File: src/rtl/lsu_subword.sv
// Load/store unit: turns byte/half/word requests into word-indexed data memory
// accesses, with read-modify-write for sub-word stores and extended load data.
module lsu_subword #(
    parameter int MEM_WORDS = 32
) (
    input  logic        clk,
    input  logic        rst,
    input  logic        req_valid,
    output logic        req_ready,
    input  logic        req_we,
    input  logic [2:0]  req_funct3,
    input  logic [31:0] req_addr,
    input  logic [31:0] req_wdata,
    output logic        rsp_valid,
    output logic [31:0] rsp_rdata,
    output logic        rsp_error,
    output logic [31:0] mem_address,
    output logic [31:0] mem_write_data,
    output logic        mem_wrt_en,
    input  logic [31:0] mem_read_data,
    output logic [2:0]  dbg_state
);
    // Handshake: a request transfers on a rising edge where req_valid & req_ready;
    // rsp_valid is a single-cycle strobe with no back-pressure.

    typedef enum logic [2:0] {IDLE, LOAD, RMW_READ, WRITE, RESP} state_t;

    localparam logic [29:0] WORD_LIMIT = 30'(MEM_WORDS);

    state_t      state_q, state_d;
    logic        we_q, we_d;
    logic [2:0]  funct3_q, funct3_d;
    logic [31:0] addr_q, addr_d;
    logic [31:0] wdata_q, wdata_d;
    logic [31:0] merge_q, merge_d;
    logic [31:0] rdata_q, rdata_d;
    logic        error_q, error_d;

    logic        req_err;
    logic [7:0]  load_byte;
    logic [15:0] load_half;
    logic [31:0] load_ext;
    logic [31:0] store_word;

    always_comb begin
        req_err = 1'b0;
        if (req_funct3 == 3'b011 || req_funct3[2:1] == 2'b11 || (req_we && req_funct3[2]))
            req_err = 1'b1;
        if (req_funct3[1:0] == 2'b01 && req_addr[0])
            req_err = 1'b1;
        if (req_funct3 == 3'b010 && req_addr[1:0] != 2'b00)
            req_err = 1'b1;
        if (req_addr[31:2] >= WORD_LIMIT)
            req_err = 1'b1;
    end

    always_comb begin
        load_byte = mem_read_data[{addr_q[1:0], 3'b000} +: 8];
        load_half = mem_read_data[{addr_q[1], 4'b0000} +: 16];
        case (funct3_q)
            3'b000:  load_ext = {{24{load_byte[7]}}, load_byte};
            3'b001:  load_ext = {{16{load_half[15]}}, load_half};
            3'b100:  load_ext = {24'h0, load_byte};
            3'b101:  load_ext = {16'h0, load_half};
            default: load_ext = mem_read_data;
        endcase
    end

    // Sub-word stores replace only their lane of the word captured in RMW_READ.
    always_comb begin
        store_word = merge_q;
        case (funct3_q[1:0])
            2'b00:   store_word[{addr_q[1:0], 3'b000} +: 8] = wdata_q[7:0];
            2'b01:   store_word[{addr_q[1], 4'b0000} +: 16] = wdata_q[15:0];
            default: store_word = wdata_q;
        endcase
    end

    always_comb begin
        state_d  = state_q;
        we_d     = we_q;
        funct3_d = funct3_q;
        addr_d   = addr_q;
        wdata_d  = wdata_q;
        merge_d  = merge_q;
        rdata_d  = rdata_q;
        error_d  = error_q;
        case (state_q)
            IDLE: begin
                if (req_valid) begin
                    we_d     = req_we;
                    funct3_d = req_funct3;
                    addr_d   = req_addr;
                    wdata_d  = req_wdata;
                    if (req_err) begin
                        rdata_d = 32'h0;
                        error_d = 1'b1;
                        state_d = RESP;
                    end else if (!req_we) begin
                        state_d = LOAD;
                    end else if (req_funct3 == 3'b010) begin
                        state_d = WRITE;
                    end else begin
                        state_d = RMW_READ;
                    end
                end
            end
            LOAD: begin
                rdata_d = load_ext;
                error_d = 1'b0;
                state_d = RESP;
            end
            RMW_READ: begin
                merge_d = mem_read_data;
                state_d = WRITE;
            end
            WRITE: begin
                rdata_d = 32'h0;
                error_d = 1'b0;
                state_d = RESP;
            end
            RESP:    state_d = IDLE;
            default: state_d = IDLE;
        endcase
    end

    always_ff @(posedge clk or posedge rst) begin
        if (rst) begin
            state_q  <= IDLE;
            we_q     <= 1'b0;
            funct3_q <= 3'b000;
            addr_q   <= 32'h0;
            wdata_q  <= 32'h0;
            merge_q  <= 32'h0;
            rdata_q  <= 32'h0;
            error_q  <= 1'b0;
        end else begin
            state_q  <= state_d;
            we_q     <= we_d;
            funct3_q <= funct3_d;
            addr_q   <= addr_d;
            wdata_q  <= wdata_d;
            merge_q  <= merge_d;
            rdata_q  <= rdata_d;
            error_q  <= error_d;
        end
    end

    // Memory-side outputs decode the state directly, so an async reset
    // withdraws a write strobe in the same cycle.
    always_comb begin
        req_ready      = (state_q == IDLE);
        rsp_valid      = (state_q == RESP);
        rsp_rdata      = rdata_q;
        rsp_error      = error_q;
        mem_address    = (state_q == IDLE) ? 32'h0 : {2'b00, addr_q[31:2]};
        mem_wrt_en     = (state_q == WRITE) && we_q;
        mem_write_data = (state_q == WRITE) ? store_word : 32'h0;
        dbg_state      = state_q;
    end

endmodule

File: config.mk
export PLATFORM = sky130hd
export DESIGN_NAME = lsu_subword
export DESIGN_NICKNAME = d
export VERILOG_FILES = /design/src/rtl/lsu_subword.sv
export SDC_FILE = /design/constraint.sdc
export NUM_CORES = 1
export LEC_CHECK = 0
export ABC_CLOCK_PERIOD_IN_PS = 11280
export CAP_MARGIN = 30
export CORE_MARGIN = 2
export CORE_UTILIZATION = 45
export DETAILED_ROUTE_END_ITERATION = 16
export GPL_TIMING_DRIVEN = 0
export MAX_ROUTING_LAYER = met4
export PLACE_DENSITY = 0.83
export SYNTH_ARGS = -nofsm -noshare
export SYNTH_HDL_FRONTEND = slang
export SYNTH_SLANG_ARGS = --single-unit
File: constraint.sdc
create_clock -name clk -period 11.28 [get_ports clk]
set_input_delay 3.384 -clock clk [delete_from_list [all_inputs] [get_ports clk]]
set_output_delay 3.384 -clock clk [all_outputs]
set_load 0.05 [all_outputs]
[Word-level counts from Yosys, hierarchy flattened]
Index checks and enable logic that the tools add are counted.
Storage, ports and cells
  register bits after elaboration: 136
  input port bits: 103
  output and inout port bits: 103
Cells by class
  equal/unequal tests: 14
  add/subtract/negate cells: 2
  reduce and logical (&&, ||, !) cells: 16
  shift operators: 6
  magnitude comparators: 1
  muxes and demuxes: 21
Operators with widths (count)
  case mux 32 bit (4 select lines): 1
  two-way mux 32 bit: 3
  case mux 32 bit (3 select lines): 1
  bitwise mux 32 bit: 2
  case mux 32 bit (2 select lines): 1
  variable shift 16 x 7 -> 32 bit (first input constant): 1
  variable shift 8 x 7 -> 32 bit (first input constant): 1
  variable part select 16 x 7 -> 32 bit: 1
  variable part select 32 x 6 -> 16 bit: 1
  variable part select 32 x 6 -> 8 bit: 1
  variable part select 8 x 7 -> 32 bit: 1
  greater-or-equal comparator 30 x 6 -> 1 bit (second input constant): 1
  two-way mux 30 bit: 1
  negator 5 -> 7 bit: 2
  == test 3 x 2 -> 1 bit (second input constant): 4
  == test 3 bit (second input constant): 3
  case mux 3 bit (3 select lines): 1
  two-way mux 1 bit: 7
  == test 3 x 1 -> 1 bit (second input constant): 2
  logical NOT 3 bit: 2
  two-way mux 3 bit: 2
  AND reduction 3 bit: 2
  == test 2 x 1 -> 1 bit (second input constant): 2
  logical AND 1 bit: 4
  other kinds (11): 13

[Logic depth before layout (Yosys ltp)]
  word-level depth: 10
  gate-level depth with buffers: 9

[Worst setup path after synthesis]
No wires, ideal clock.
  path type: register to output
  start point: register addr_q[1]
  end point: output port mem_write_data[0]
  cell stages (with the launch flop): 8
  setup slack: 4.952 ns
  data required time: 7.896 ns
  arrival: 2.944 ns
  buffers on the path: 2
  path through: dfrtp_1 > buf_6 > buf_2 > inv_2 > ha_1 > nor4b_2 > a221oi_1 > nor3_1
On the way
  longest elaborated chain between the ends: 5
  elaborated cells on any way between the ends: 10
  classes of those cells: add/sub: 2; shift: 4; mux: 4
RTL lines
  start: declaration: RTL line 33  | logic [31:0] addr_q, addr_d;
  start signal: assignment: RTL line 141  | addr_q <= addr_d;
  negator 5 -> 7 bit, on equally long branches: RTL line 74, 73
  variable part select 16 x 7 -> 32 bit, or another cell as far along: RTL line 74  | 2'b01: store_word[{addr_q[1], 4'b0000} +: 16] = wdata_q[15:0];
  bitwise mux 32 bit, on equally long branches: RTL line 74, 73
  case mux 32 bit (2 select lines) (*): RTL line 72  | case (funct3_q[1:0])
  two-way mux 32 bit (*): RTL line 158  | mem_write_data = (state_q == WRITE) ? store_word : 32'h0;
  end: declaration: RTL line 18  | output logic [31:0] mem_write_data,
Mark *: on every way between the ends. The rest lies on a longest branch, timed or not.

[Worst setup path in the final report]
  start point: register addr_q[1]
  end point: output port mem_write_data[22]
The elaborated chain is that of the path after synthesis.

==> metrics <==
Worst path slowest cell clkdlybuf4s50_1; Min-Delay Path Class reg2reg; Net count, final roughly 960; initial antenna violation count 0; Critical Path End Type output port; top-level port count 206; Critical Path Fanout Max 10; Logic pwr share 0.220; Via Count 6225; Initial Util 0.4653; Pre-antenna DRT Iters 7; Post-Synthesis Cell Area between 7000 and 8000 um^2; CTS clk-pin slew, worst paths 0.06 ns; number of clock sinks about 140; largest stage delay on the critical path slightly above 0.8 ns; power share of the clock group 0.375; Flop pwr share 0.406; post-cts hold buffer count 0; row count 45; CTS max path bufs 2; core area 15310 um^2; Seq/Total Area, Yosys 0.4776; Largest delay share family, worst path buffers and inverters; worst skew pair latency roughly 0.42 ns; GR Overflow Total 0; Post-synth ARST share 1.000; Final HPWL DP 16670 um; P&R area growth vs syn 40.39%; Worst Tran Pin Value 0.9330 ns; placed cell count about 1000; storage element area 3403 um^2; max_cap viols 0; Startpoint Class register; Max Clock Skew about 0.0089 ns; clock period minus worst slack 7.502 ns; final estimated routing congestion in global placement between 0.9 and 1; Die Span Y 129.8 um; share of cells above drive strength 1 0.07300; post-CTS setup buffers 0; PostCTS Resize Cnt 0; fin. max-slew vios 0; TritonCTS clock tree done; GRT Util Overall 0.2769; I/O Buffers 203; Worst Hold Depth 1; worst-path cell chain buf_6, buf_2, inv_2, ha_1, nor4bb_1, buf_1, a221oi_1, a211o_1, a21oi_1, clkdlybuf4s50_1; Yosys Warn Count 0; Via density 5.796; utilization after layout 0.6532; run status finished clean; Inserted Clock Buffers 17; Filler Cell Count 1215; Slew HR 0.3728; pin count of the biggest net entering global routing 80; leak pwr roughly 4.2 nW; Crit Path Class reg2out; Pwr per Cell Area 137.2 nW/um^2; internal power 0.9649 mW; total negative slack 0 ns; Worst R2R Path Depth 6; area occupied by multi-input gates 3456 um^2; Finished Layout Cells ~1100; Final setup violation count 0; first-pass GRT wire length 34090 um; CP Data Required Time 7.90 ns; Avg Inst Size Synth 11.38 um^2; Final Hold Viols 0; Yosys reg bits about 140; final worst path period share 0.6651; ANT nets after route 0; Post-Syn Instances between 600 and 700; DRT iter0 DRCs between 500 and 600; Netlist cell types 50; Ant. Diodes 0; routed len/inst 20.51 um; Worst Path Buf+Inv 5; chip width 129.8 um; Sw Share 0.2970; number of synthesized flops with an enable pin 0; H-tree levels 4; unrepaired setup endpoints after global routing false; FMAX approximately 130 MHz; drc violations 0; Synth Flop Type dfrtp_1; VDD IR-drop max 0.1062 mV; DIE AREA ~17000 um^2; crit path DAT 4.12 ns; CP Depth 10; P_sw 0.4076 mW; vias in the first global route 6193; Total Wirelength between 20000 and 25000 um; clk root buf clkbuf_16
==> cells in the mapped netlist (2+ instances only) <==
cell type  instances  share of area
nand4_1            2         0.0018
a22o_1            25          0.031
a21oi_1           29          0.020
o21ai_1            4         0.0028
inv_1              8         0.0042
nand2b_1          26          0.023
nor4bb_1           2         0.0028
a221oi_1          24          0.029
buf_1              5         0.0026
nor3_1            12         0.0084
o21ai_0           14         0.0098
mux2i_1           24          0.034
buf_4              2         0.0021
mux2_1            96           0.15
a222oi_1           8          0.011
ha_1               5         0.0088
nor4_1            12          0.011
dfrtp_1          136           0.48
a211o_1           17          0.021
buf_2             15          0.011
o2bb2ai_1         14          0.017
nand3b_1           7         0.0074
nor2b_1           37          0.032
nor2_1            17         0.0090
a31o_1             2         0.0025
nand2_1           24          0.013
buf_6              2         0.0032
clkbuf_1          25          0.013
inv_2              4         0.0021
o22ai_1            8         0.0070
==> area by class of cell <==
type,count,share of cell area
buffer,49,0.02251
timing repair buffer,205,0.2064
sequential,136,0.3402
multi-input combinational,430,0.3455
tap,211,0.02639
inverter,12,0.005003
clock inverter,9,0.007630
clock buffer,22,0.04640
==> power groups by stage <==
stage | clock, mW | sequential, mW | combinational (mW)
after floorplan | 0 | 0.551 | 0.193
after global placement | 0 | 0.562 | 0.293
after detailed placement | 0 | 0.564 | 0.299
after CTS | 0.521 | 0.555 | 0.301
after global routing | 0.543 | 0.560 | 0.325
final | 0.514 | 0.557 | 0.301
==> routing by layer <==
metal | wire length (um) | track usage | vias up
met5 | 0 | - | -
met4 | 897 | 0.1246 | 0
met3 | 1824 | 0.06847 | 62
met2 | 9864 | 0.4201 | 329
met1 | 9438 | 0.3524 | 3045
li1 | - | - | 2789
==> cell usage in the layout (no fill, tap or decap), types with 4 or more instances in the layout <==
cell type,Yosys,layout
nand3b_1,7,7
mux2_1,96,96
clkbuf_1,25,28
a21oi_1,29,29
clkbuf_16,0,17
a211o_1,17,17
mux2i_1,24,24
o21ai_0,14,14
a222oi_1,8,8
clkinv_2,0,6
a221oi_1,24,24
nor2b_1,37,37
nand2b_1,26,26
clkdlybuf4s50_1,0,203
inv_2,4,4
buf_2,15,16
dfrtp_1,136,136
buf_1,5,5
nor3_1,12,12
inv_1,8,7
o2bb2ai_1,14,14
o21ai_1,4,4
nand2_1,24,24
nor2_1,17,17
a22o_1,25,25
ha_1,5,5
nor4_1,12,12
o22ai_1,8,8
==> path summary, 6_finish.rpt <==
| kind | startpoint | to | slack [ns] |
|---|---|---|---|
| worst min register to register | addr_q[22] | addr_q[22] | 0.48 |
| worst max register to register | dbg_state[2] | rsp_rdata[6] | 8.93 |
| worst max-delay path | addr_q[1] | mem_write_data[22] | 3.78 |
| worst min-delay path | addr_q[22] | addr_q[22] | 0.48 |
| min in group asynchronous | rst | addr_q[2] | 3.38 |
| max in group asynchronous | rst | rsp_rdata[2] | 7.10 |
==> registers in the layout (all words and copies together) (netlist names) <==
signal / count
wdata_q: 32
rsp_error: 1
merge_q: 32
addr_q: 32
funct3_q: 3
we_q: 1
dbg_state: 3
rsp_rdata: 32
==> logic make-up (layout without fill, tap and decap cells) <==
group | Yosys count | in the layout | synth area share
AOI/OAI and AO/OA | 152 | 152 | 0.1626
and+or+nand+nor | 150 | 150 | 0.1250
DFF | 136 | 136 | 0.4776
muxes | 121 | 121 | 0.1875
buffers and inverters | 61 | 297 | 0.03793
adders and majority gates | 5 | 5 | 0.008780
other | 1 | 2 | 0.0005263
==> through the flow <==
step / hold slack [ns] / setup slack, ns / total power, mW / cell area, um^2
after floorplan: 0.4495 / 4.257 / 0.7443 / 7129
after global placement: 0.4586 / 2.306 / 0.8554 / 9425
after detailed placement: 0.4664 / 4.287 / 0.8622 / 9463
after CTS: 0.4793 / 3.842 / 1.377 / 10000
after global routing: 0.4859 / 3.584 / 1.429 / 10000
final: 0.4753 / 3.778 / 1.372 / 10000
(Power assumes the default switching activity.)
